[config.mk]
export PLATFORM = sky130hd
export DESIGN_NAME = sd_photo_wr_ctrl_flat
export DESIGN_NICKNAME = d
export VERILOG_FILES = /design/src/rtl/sd_photo_wr_ctrl_if.sv /design/src/rtl/sd_photo_wr_ctrl.sv /design/src/flat_wrapper.sv
export SDC_FILE = /design/constraint.sdc
export NUM_CORES = 1
export LEC_CHECK = 0
export BUFFER_PORTS_ARGS = -buffer_cell sky130_fd_sc_hd__buf_2
export CAP_MARGIN = 20
export CORE_MARGIN = 5
export CORE_UTILIZATION = 50
export CTS_CLUSTER_DIAMETER = 80
export DETAILED_ROUTE_END_ITERATION = 10
export PLACE_DENSITY = 0.65
export RECOVER_POWER = 50
export SYNTH_ARGS = -nofsm -noshare
export SYNTH_HDL_FRONTEND = slang
export SYNTH_SLANG_ARGS = --single-unit
[constraint.sdc]
create_clock -name clk -period 6 [get_ports clk]
set_input_delay 0.3 -clock clk [delete_from_list [all_inputs] [get_ports clk]]
set_output_delay 0.3 -clock clk [all_outputs]
set_load 0.03 [all_outputs]
[src/rtl/sd_photo_wr_ctrl_if.sv]
// ---------------------------------------------------------------------------
// sd_photo_wr_ctrl_if
// Bundles the SD-reader side inputs and the backpressured memory write port
// seen by sd_photo_wr_ctrl.
//   rd_start_en     sector-read start pulse from the photo sequencer
//   photo_load_cnt  image index (0 / out of range = background, else sprite)
//   rd_busy         SD reader busy; a falling edge closes a sector
//   rd_val_en       one-cycle strobe per 16-bit SD data word
//   rd_val_data     SD data word (RGB565)
//   wr_ready        memory port accepts a word this cycle
//   wr_en/wr_addr/wr_data  registered write request toward memory
// master: the write controller; slave: the SD source plus memory sink.
// ---------------------------------------------------------------------------
interface sd_photo_wr_ctrl_if #(
  parameter int ADDR_W = 24
) ();
  logic              rd_start_en;
  logic [7:0]        photo_load_cnt;
  logic              rd_busy;
  logic              rd_val_en;
  logic [15:0]       rd_val_data;
  logic              wr_ready;
  logic              wr_en;
  logic [ADDR_W-1:0] wr_addr;
  logic [15:0]       wr_data;

  modport master (
    input  rd_start_en, photo_load_cnt, rd_busy, rd_val_en, rd_val_data,
    input  wr_ready,
    output wr_en, wr_addr, wr_data
  );

  modport slave (
    output rd_start_en, photo_load_cnt, rd_busy, rd_val_en, rd_val_data,
    output wr_ready,
    input  wr_en, wr_addr, wr_data
  );
endinterface

[src/rtl/sd_photo_wr_ctrl.sv]
// ---------------------------------------------------------------------------
// sd_photo_wr_ctrl
// Takes the RGB565 words streamed out of SD sectors and writes them into the
// frame/sprite memory. Image type and slot come from photo_load_cnt at the
// start pulse. A 16-word buffer (output register + internal FIFO) absorbs
// write-port stalls, since the SD stream cannot be paused.
// Ports:
//   clk, rst_n   clock, asynchronous active-low reset
//   bus          sd_photo_wr_ctrl_if.master (SD inputs + memory write port)
//   busy         image load in progress
//   img_done     one-cycle pulse once the last word of an image is written
//   loaded_idx   photo_load_cnt of the last completed image
//   err_ovf      sticky: word arrived with the buffer full (word dropped)
//   err_stray    sticky: word arrived outside an image or past its length
//   err_sector   sticky: sector closed with a word count other than 256
// ---------------------------------------------------------------------------
module sd_photo_wr_ctrl #(
  parameter int ADDR_W    = 24,
  parameter int BG_WORDS  = 307200,
  parameter int SPR_WORDS = 24320,
  parameter int SPR_SLOT  = 32768,
  parameter int PHOTO_NUM = 46
) (
  input  logic               clk,
  input  logic               rst_n,
  sd_photo_wr_ctrl_if.master bus,
  output logic               busy,
  output logic               img_done,
  output logic [7:0]         loaded_idx,
  output logic               err_ovf,
  output logic               err_stray,
  output logic               err_sector
);

  typedef enum logic [1:0] {S_IDLE, S_ACTIVE, S_DRAIN} state_t;

  state_t            r_state, w_state_nxt;
  logic [ADDR_W-1:0] r_base;
  logic [18:0]       r_len;
  logic [7:0]        r_idx;
  logic [18:0]       r_word_cnt;
  logic [8:0]        r_sec_wcnt;
  logic              r_rd_busy;

  // Buffer: r_wr_* is the head entry, r_mem holds up to 15 more words.
  logic [ADDR_W+15:0] r_mem [16];
  logic [3:0]         r_wptr, r_rptr;
  logic [4:0]         r_mcnt;
  logic               r_wr_en;
  logic [ADDR_W-1:0]  r_wr_addr;
  logic [15:0]        r_wr_data;

  logic               r_busy, r_img_done, r_err_ovf, r_err_stray, r_err_sector;
  logic [7:0]         r_loaded_idx;

  logic              w_start, w_take, w_push, w_pop, w_full, w_ovf, w_stray;
  logic              w_fall, w_sec_err, w_done, w_drained;
  logic              w_load_out, w_mem_rd, w_mem_wr;
  logic [4:0]        w_occ;
  logic [18:0]       w_cnt_inc;
  logic [8:0]        w_sec_sum;
  logic [ADDR_W-1:0] w_in_addr;

  function automatic logic f_is_sprite(input logic [7:0] idx);
    f_is_sprite = (idx != 8'd0) && (int'(idx) <= PHOTO_NUM);
  endfunction

  function automatic logic [ADDR_W-1:0] f_base(input logic [7:0] idx);
    if (f_is_sprite(idx))
      f_base = ADDR_W'(BG_WORDS) + ADDR_W'(idx - 8'd1) * ADDR_W'(SPR_SLOT);
    else
      f_base = '0;
  endfunction

  function automatic logic [18:0] f_len(input logic [7:0] idx);
    f_len = f_is_sprite(idx) ? 19'(SPR_WORDS) : 19'(BG_WORDS);
  endfunction

  assign w_pop     = r_wr_en && bus.wr_ready;
  assign w_occ     = r_mcnt + {4'd0, r_wr_en};
  assign w_full    = (w_occ == 5'd16);
  assign w_start   = (r_state == S_IDLE) && bus.rd_start_en;
  assign w_take    = (r_state == S_ACTIVE) && bus.rd_val_en && (r_word_cnt < r_len);
  // A pop in the same cycle frees a slot, so a full buffer can still accept.
  assign w_push    = w_take && (!w_full || w_pop);
  assign w_ovf     = w_take && w_full && !w_pop;
  assign w_stray   = bus.rd_val_en && !w_take;
  assign w_fall    = r_rd_busy && !bus.rd_busy;
  // The word arriving together with the busy fall belongs to this sector.
  assign w_sec_sum = r_sec_wcnt + {8'd0, w_take};
  assign w_sec_err = (r_state == S_ACTIVE) && w_fall && (w_sec_sum != 9'd256);
  assign w_cnt_inc = r_word_cnt + 19'd1;
  assign w_in_addr = r_base + ADDR_W'(r_word_cnt);
  // Empty after this cycle's transfer: lets img_done follow the last write by one cycle.
  assign w_drained = (r_mcnt == 5'd0) && (!r_wr_en || w_pop);

  assign w_load_out = !r_wr_en || w_pop;
  assign w_mem_rd   = w_load_out && (r_mcnt != 5'd0);
  // Bypass the memory when the head slot is free and nothing is queued.
  assign w_mem_wr   = w_push && !(w_load_out && (r_mcnt == 5'd0));

  always_comb begin
    w_state_nxt = r_state;
    w_done      = 1'b0;
    case (r_state)
      S_IDLE:   if (w_start) w_state_nxt = S_ACTIVE;
      S_ACTIVE: if (w_take && (w_cnt_inc == r_len)) w_state_nxt = S_DRAIN;
      S_DRAIN:  if (w_drained) begin
                  w_done      = 1'b1;
                  w_state_nxt = S_IDLE;
                end
      default:  w_state_nxt = S_IDLE;
    endcase
  end

  always_ff @(posedge clk or negedge rst_n) begin
    if (!rst_n) begin
      r_state      <= S_IDLE;
      r_base       <= '0;
      r_len        <= '0;
      r_idx        <= '0;
      r_word_cnt   <= '0;
      r_sec_wcnt   <= '0;
      r_rd_busy    <= 1'b0;
      r_busy       <= 1'b0;
      r_img_done   <= 1'b0;
      r_loaded_idx <= '0;
      r_err_ovf    <= 1'b0;
      r_err_stray  <= 1'b0;
      r_err_sector <= 1'b0;
    end else begin
      r_state    <= w_state_nxt;
      r_rd_busy  <= bus.rd_busy;
      r_img_done <= w_done;
      r_busy     <= (w_state_nxt != S_IDLE) || w_done;
      if (w_start) begin
        r_base     <= f_base(bus.photo_load_cnt);
        r_len      <= f_len(bus.photo_load_cnt);
        r_idx      <= bus.photo_load_cnt;
        r_word_cnt <= '0;
        r_sec_wcnt <= '0;
      end else if (r_state == S_ACTIVE) begin
        if (w_take) r_word_cnt <= w_cnt_inc;
        if (w_fall) r_sec_wcnt <= '0;
        else        r_sec_wcnt <= w_sec_sum;
      end
      if (w_done)    r_loaded_idx <= r_idx;
      if (w_ovf)     r_err_ovf    <= 1'b1;
      if (w_stray)   r_err_stray  <= 1'b1;
      if (w_sec_err) r_err_sector <= 1'b1;
    end
  end

  always_ff @(posedge clk or negedge rst_n) begin
    if (!rst_n) begin
      r_wptr    <= '0;
      r_rptr    <= '0;
      r_mcnt    <= '0;
      r_wr_en   <= 1'b0;
      r_wr_addr <= '0;
      r_wr_data <= '0;
    end else begin
      if (w_load_out) begin
        if (w_mem_rd) begin
          r_wr_en                <= 1'b1;
          {r_wr_addr, r_wr_data} <= r_mem[r_rptr];
        end else if (w_push) begin
          r_wr_en   <= 1'b1;
          r_wr_addr <= w_in_addr;
          r_wr_data <= bus.rd_val_data;
        end else begin
          r_wr_en <= 1'b0;
        end
      end
      if (w_mem_rd) r_rptr <= r_rptr + 4'd1;
      if (w_mem_wr) r_wptr <= r_wptr + 4'd1;
      case ({w_mem_wr, w_mem_rd})
        2'b10:   r_mcnt <= r_mcnt + 5'd1;
        2'b01:   r_mcnt <= r_mcnt - 5'd1;
        default: r_mcnt <= r_mcnt;
      endcase
    end
  end

  always_ff @(posedge clk) begin
    if (w_mem_wr) r_mem[r_wptr] <= {w_in_addr, bus.rd_val_data};
  end

  assign bus.wr_en   = r_wr_en;
  assign bus.wr_addr = r_wr_addr;
  assign bus.wr_data = r_wr_data;
  assign busy        = r_busy;
  assign img_done    = r_img_done;
  assign loaded_idx  = r_loaded_idx;
  assign err_ovf     = r_err_ovf;
  assign err_stray   = r_err_stray;
  assign err_sector  = r_err_sector;

endmodule

[src/flat_wrapper.sv]
// flat-port wrapper written by rule: the top's interface ports become plain ports
module sd_photo_wr_ctrl_flat 
#(
  parameter int ADDR_W    = 24,
  parameter int BG_WORDS  = 307200,
  parameter int SPR_WORDS = 24320,
  parameter int SPR_SLOT  = 32768,
  parameter int PHOTO_NUM = 46
)
  (clk, rst_n, busy, img_done, loaded_idx, err_ovf, err_stray, err_sector, bus_rd_start_en, bus_photo_load_cnt, bus_rd_busy, bus_rd_val_en, bus_rd_val_data, bus_wr_ready, bus_wr_en, bus_wr_addr, bus_wr_data);
  sd_photo_wr_ctrl_if #(.ADDR_W(ADDR_W)) bus_i ();
  input  logic clk;
  input  logic rst_n;
  output logic busy;
  output logic img_done;
  output logic [7:0] loaded_idx;
  output logic err_ovf;
  output logic err_stray;
  output logic err_sector;
  input wire logic [$bits(bus_i.rd_start_en)-1:0] bus_rd_start_en;
  input wire logic [$bits(bus_i.photo_load_cnt)-1:0] bus_photo_load_cnt;
  input wire logic [$bits(bus_i.rd_busy)-1:0] bus_rd_busy;
  input wire logic [$bits(bus_i.rd_val_en)-1:0] bus_rd_val_en;
  input wire logic [$bits(bus_i.rd_val_data)-1:0] bus_rd_val_data;
  input wire logic [$bits(bus_i.wr_ready)-1:0] bus_wr_ready;
  output wire logic [$bits(bus_i.wr_en)-1:0] bus_wr_en;
  output wire logic [$bits(bus_i.wr_addr)-1:0] bus_wr_addr;
  output wire logic [$bits(bus_i.wr_data)-1:0] bus_wr_data;
  assign bus_i.rd_start_en = bus_rd_start_en;
  assign bus_i.photo_load_cnt = bus_photo_load_cnt;
  assign bus_i.rd_busy = bus_rd_busy;
  assign bus_i.rd_val_en = bus_rd_val_en;
  assign bus_i.rd_val_data = bus_rd_val_data;
  assign bus_i.wr_ready = bus_wr_ready;
  assign bus_wr_en = bus_i.wr_en;
  assign bus_wr_addr = bus_i.wr_addr;
  assign bus_wr_data = bus_i.wr_data;
  sd_photo_wr_ctrl #(.ADDR_W(ADDR_W), .BG_WORDS(BG_WORDS), .SPR_WORDS(SPR_WORDS), .SPR_SLOT(SPR_SLOT), .PHOTO_NUM(PHOTO_NUM)) u_core (.clk(clk), .rst_n(rst_n), .bus(bus_i), .busy(busy), .img_done(img_done), .loaded_idx(loaded_idx), .err_ovf(err_ovf), .err_stray(err_stray), .err_sector(err_sector));
endmodule
==> summary.md <==
| Metric | Value |
|---|---|
| RR Startpoint | `u_core.r_word_cnt[10]$_DFFE_PN0P_` |
| Final wirelength | `66610 microns` |
| Largest family of logic cells by synthesized area | `multiplexers` |
| Synth Area in Adders | `0.01373` |
| Ports | `84` |
| Die X | `259.7 microns` |
| Clk_lat worst skew | `620 ps` |
| Area of the die | `67440 sq um` |
| Max frequency | `0.2293 GHz` |
| CP Buf/Inv Count | `3` |
| Die Height | `259.7 microns` |
| Setup slack, reg-to-reg | `1640 ps` |
| Crit start category | `register` |
| Post-synth EDFFs | `640` |
| Reg2Reg Depth | `16` |
| First-pass GRT wire length | `102900 microns` |
| Synth cell count leaders | `640 x edfxtp_1, 165 x mux4_2, 118 x dfrtp_1, 90 x nand2_1, 80 x mux2_2` |
| DP HPWL | `37820 microns` |
| Post-route ant nets | `0` |
| Layout area overhead | `12.47%` |
| XOR/XNOR Fraction of Synth Area | `0.01148` |
| Mapped Nets | `1777` |
| Crit path max-delay cell type | `dfrtp_1` |
| Synth Cell Area | `31170 sq um` |
| Crit path cell chain | `ha_1 -> a21oi_1 -> o21ai_0 -> a41oi_1 -> o21ai_0 -> nor3b_2 -> inv_1 -> ha_1 -> inv_1 -> fa_1 -> inv_1 -> a21o_1 -> a21oi_1 -> xnor2_1 -> nor2_1 -> xor2_1` |
| RR Endpoint | `u_core.r_mcnt[4]$_DFFE_PN0P_` |
| WHS Endpoint | `u_core.r_idx[5]$_DFFE_PN0P_` |
| Synth cell types | `72` |
| Htree depth | `3` |
| Initial Util | `0.5052` |
| Total GRT Usage | `0.2006` |
| Maxcap violations | `1` |
| Synth top area share | `0.6165` |
| N_diodes | `0` |
| Post-synthesis compound-gate area fraction | `0.04266` |
| Layout fillers | `4764` |
| Post-synth top flop | `edfxtp_1` |
| Clock sinks | `758` |
| Synth top area cells | `edfxtp_1 62%, mux4_2 12%, dfrtp_1 9.5%` |
| Worst hold path type | `in2reg` |
| Initial antenna violation count | `1` |
| Area of the multi-input gates | `8486 sq um` |
| 1st-iter DRT viols | `1268` |
| CP top delay family | `compound AO/OA/AOI/OAI gates` |
| Core footprint | `61710 sq um` |
| Worst endpoint required time | `6500 ps` |
| Failing checks | `max-capacitance violations, max-slew violations` |
| Area leader, netlist | `edfxtp_1` |
| Worst setup EP type | `register` |
| Yosys warns | `0` |
| Min Tclk post-route | `4360 ps` |
| Fin Clk Skew | `21.56 ps` |
| Worst rel slew slack | `-1.024` |
| Synthesized netlist cell count | `1714` |
| Sequential area share after synthesis | `0.7112` |
| Site Rows | `91` |
| Vias in the first global route | `16693` |
| Residual DRC | `0` |
| Largest net degree at the start of global routing | `70` |
| Worst-case clock buffer depth | `3` |
| CTS resizes | `0` |
| Total negative slack | `0 ps` |
| Cell with the most instances after synthesis | `edfxtp_1` |
| Final setup fails | `0` |
| Synthesis-stage register bit count | `758` |
| VDD IR-drop max | `0.0002308 V` |
| Post-placement cell area | `32580 sq um` |
| Slew Viols, Final | `52` |
| Ys async rst share | `0.1557` |
| CTS tree | `built` |
| GRT Residual Overflow | `0` |
| Vias per inst | `5.854` |
| Worst-path clk slew | `60 ps` |
| Tcrit/Tclk final | `0.7267` |
| Leakage | `12.03 nW` |
| Crit Path Category | `reg2reg` |
| Share of post-route cells with drive strength above 1 | `0.2285` |
| Mux contribution to synthesized area | `0.1603` |
| DR vias | `15992` |
| Hold Vio Cnt, Final | `0` |
| Post-Synth Simple-Gate Area | `0.04158` |
| Worst Path Max Fanout | `26` |
| GPL Wtd Cong | `0.7944` |
| Worst Path Arrival | `4860 ps` |
| Nets | `1892` |
| Cell repeated most along the worst path | `inv_1` |
| Root Driver | `clkbuf_16` |
| Port Buf Inserts | `83` |
| Hold path start | `bus_photo_load_cnt[5]` |
| RSZ-0062 raised after global routing | `false` |
| Critical Path Max Stage Delay | `860 ps` |
| Mean post-synth cell area | `18.19 sq um` |
| Pwr dens | `448.7 nW/um^2` |
| Register area | `22190 sq um` |
| Worst Max-Slew Pin Slew | `3037 ps` |
| TritonCTS buffer count | `79` |
| Status | `finished, violations left` |
| DR pass1 iterations | `5` |
| Post-route cell area | `35060 sq um` |
| Hold path depth | `2` |
| Routed wire per std cell | `24.38 microns` |
==> placed cells by master, fill, tap and decap left out, types with 7 or more instances in the layout <==
cell type        n
nor2_1          67
o31ai_1         12
dlygate4sd3_1    7
clkinv_1        11
mux4_2         165
xor2_1          14
xnor2_1         25
clkbuf_1       111
nand2_1         88
a21oi_1         58
a22o_1           9
clkbuf_16       81
clkinv_2        10
edfxtp_1       640
mux2_2          80
a31oi_1          7
a21o_1           7
o21ai_0         75
buf_4           30
mux2i_1         38
nand4_1          8
buf_2           11
inv_1           23
ha_1            31
nor3_1          10
nor2b_1         10
nand3_1         24
dfrtp_1        114
==> cells by family (layout without fill, tap and decap cells) <==
| logic type | count (synthesis) | after routing |
|---|---|---|
| compound gates | 213 | 213 |
| xor+xnor | 40 | 40 |
| fa+ha+maj | 33 | 33 |
| buf+inv | 122 | 303 |
| flops | 758 | 758 |
| mux | 283 | 283 |
| simple gates | 265 | 265 |
==> state kept, by name (all words and copies together), names as in the netlist <==
register / flops
u_core.err_ovf: 1
u_core.err_stray: 1
u_core.bus.wr_en: 1
u_core.r_word_cnt: 19
u_core.r_base: 9
u_core.r_mem: 640
u_core.loaded_idx: 8
u_core.r_sec_wcnt: 9
u_core.r_len: 3
u_core.bus.wr_data: 16
u_core.r_state: 2
u_core.r_wptr: 4
u_core.bus.wr_addr: 24
u_core.err_sector: 1
u_core.r_mcnt: 5
u_core.r_idx: 8
u_core.busy: 1
u_core.r_rptr: 4
u_core.r_rd_busy: 1
u_core.img_done: 1
==> layout make-up <==
type	count	area share
Multi-Input combinational cell	834	0.2420
Sequential cell	758	0.6328
Tap cell	837	0.02987
Clock buffer	115	0.06231
Clock inverter	32	0.009635
Timing Repair Buffer	133	0.02091
Inverter	23	0.002462
==> stage by stage <==
step / power [mW] / util / hold slack (ps) / cells / worst slack, ps
floorplan: 9.952 / - / 4.409 / 1714 / 497.9
global placement: 11.12 / 0.5276 / 400.8 / 2575 / 1723
detailed placement: 11.18 / 0.5279 / 406.2 / 2577 / 1704
CTS: 15.95 / 0.5699 / 8.716 / 2731 / 1686
global route: 16.49 / 0.5681 / 21.36 / 2732 / 1028
finish: 15.73 / 0.5681 / 44.62 / 2732 / 1640
==> metal layers <==
layer | GRT usage | vias to the layer above | part of all wire
met5 | 0 | - | 0.00020
li1 | - | 7068 | -
met1 | 0.2888 | 8358 | 0.44
met4 | 0.04858 | 2 | 0.022
met2 | 0.3228 | 455 | 0.49
met3 | 0.03883 | 109 | 0.051
==> worst max path at each step <==
stage	start	depth (start not counted)	slack, ps	endpoint
6_report	u_core.r_word_cnt[10]$_DFFE_PN0P_	16	1640	u_core.r_mcnt[4]$_DFFE_PN0P_
5_1_grt	rst_n	3	1030	u_core.r_rptr[1]$_DFFE_PN0P_
4_1_cts	u_core.r_word_cnt[9]$_DFFE_PN0P_	9	1690	u_core.r_mem[13][24]$_DFFE_PP_
3_5_place_dp	u_core.r_word_cnt[9]$_DFFE_PN0P_	9	1700	u_core.r_mem[13][23]$_DFFE_PP_
3_3_place_gp	u_core.r_word_cnt[10]$_DFFE_PN0P_	9	1720	u_core.r_mem[13][0]$_DFFE_PP_
2_1_floorplan	u_core.r_word_cnt[11]$_DFFE_PN0P_	10	500	u_core.r_mem[0][0]$_DFFE_PP_
==> where the power goes <==
| group | switching [mW] | internal, mW | total (mW) | leakage [nW] |
|---|---|---|---|---|
| sequential | 0.640 | 6.38 | 7.02 | 7.42 |
| combinational | 2.10 | 1.86 | 3.97 | 3.38 |
| clock | 1.98 | 2.76 | 4.74 | 1.22 |
==> timing repair <==
item / in CTS / in global routing
hold buffers: 7 / 0
endpoints found under the hold margin: 73 / 0
setup buffers: 0 / 0
==> worst reg2reg max path, stage by stage, from the launching register on <==
cell and delay [ps]:
dfrtp_1 860, ha_1 370, a21oi_1 120, o21ai_0 100, a41oi_1 230, o21ai_0 170, nor3b_2 700, inv_1 260
ha_1 350, inv_1 130, fa_1 220, inv_1 50, a21o_1 170, a21oi_1 190, xnor2_1 140, nor2_1 60
xor2_1 140
Note: power is estimated with default switching activity, not from simulation.
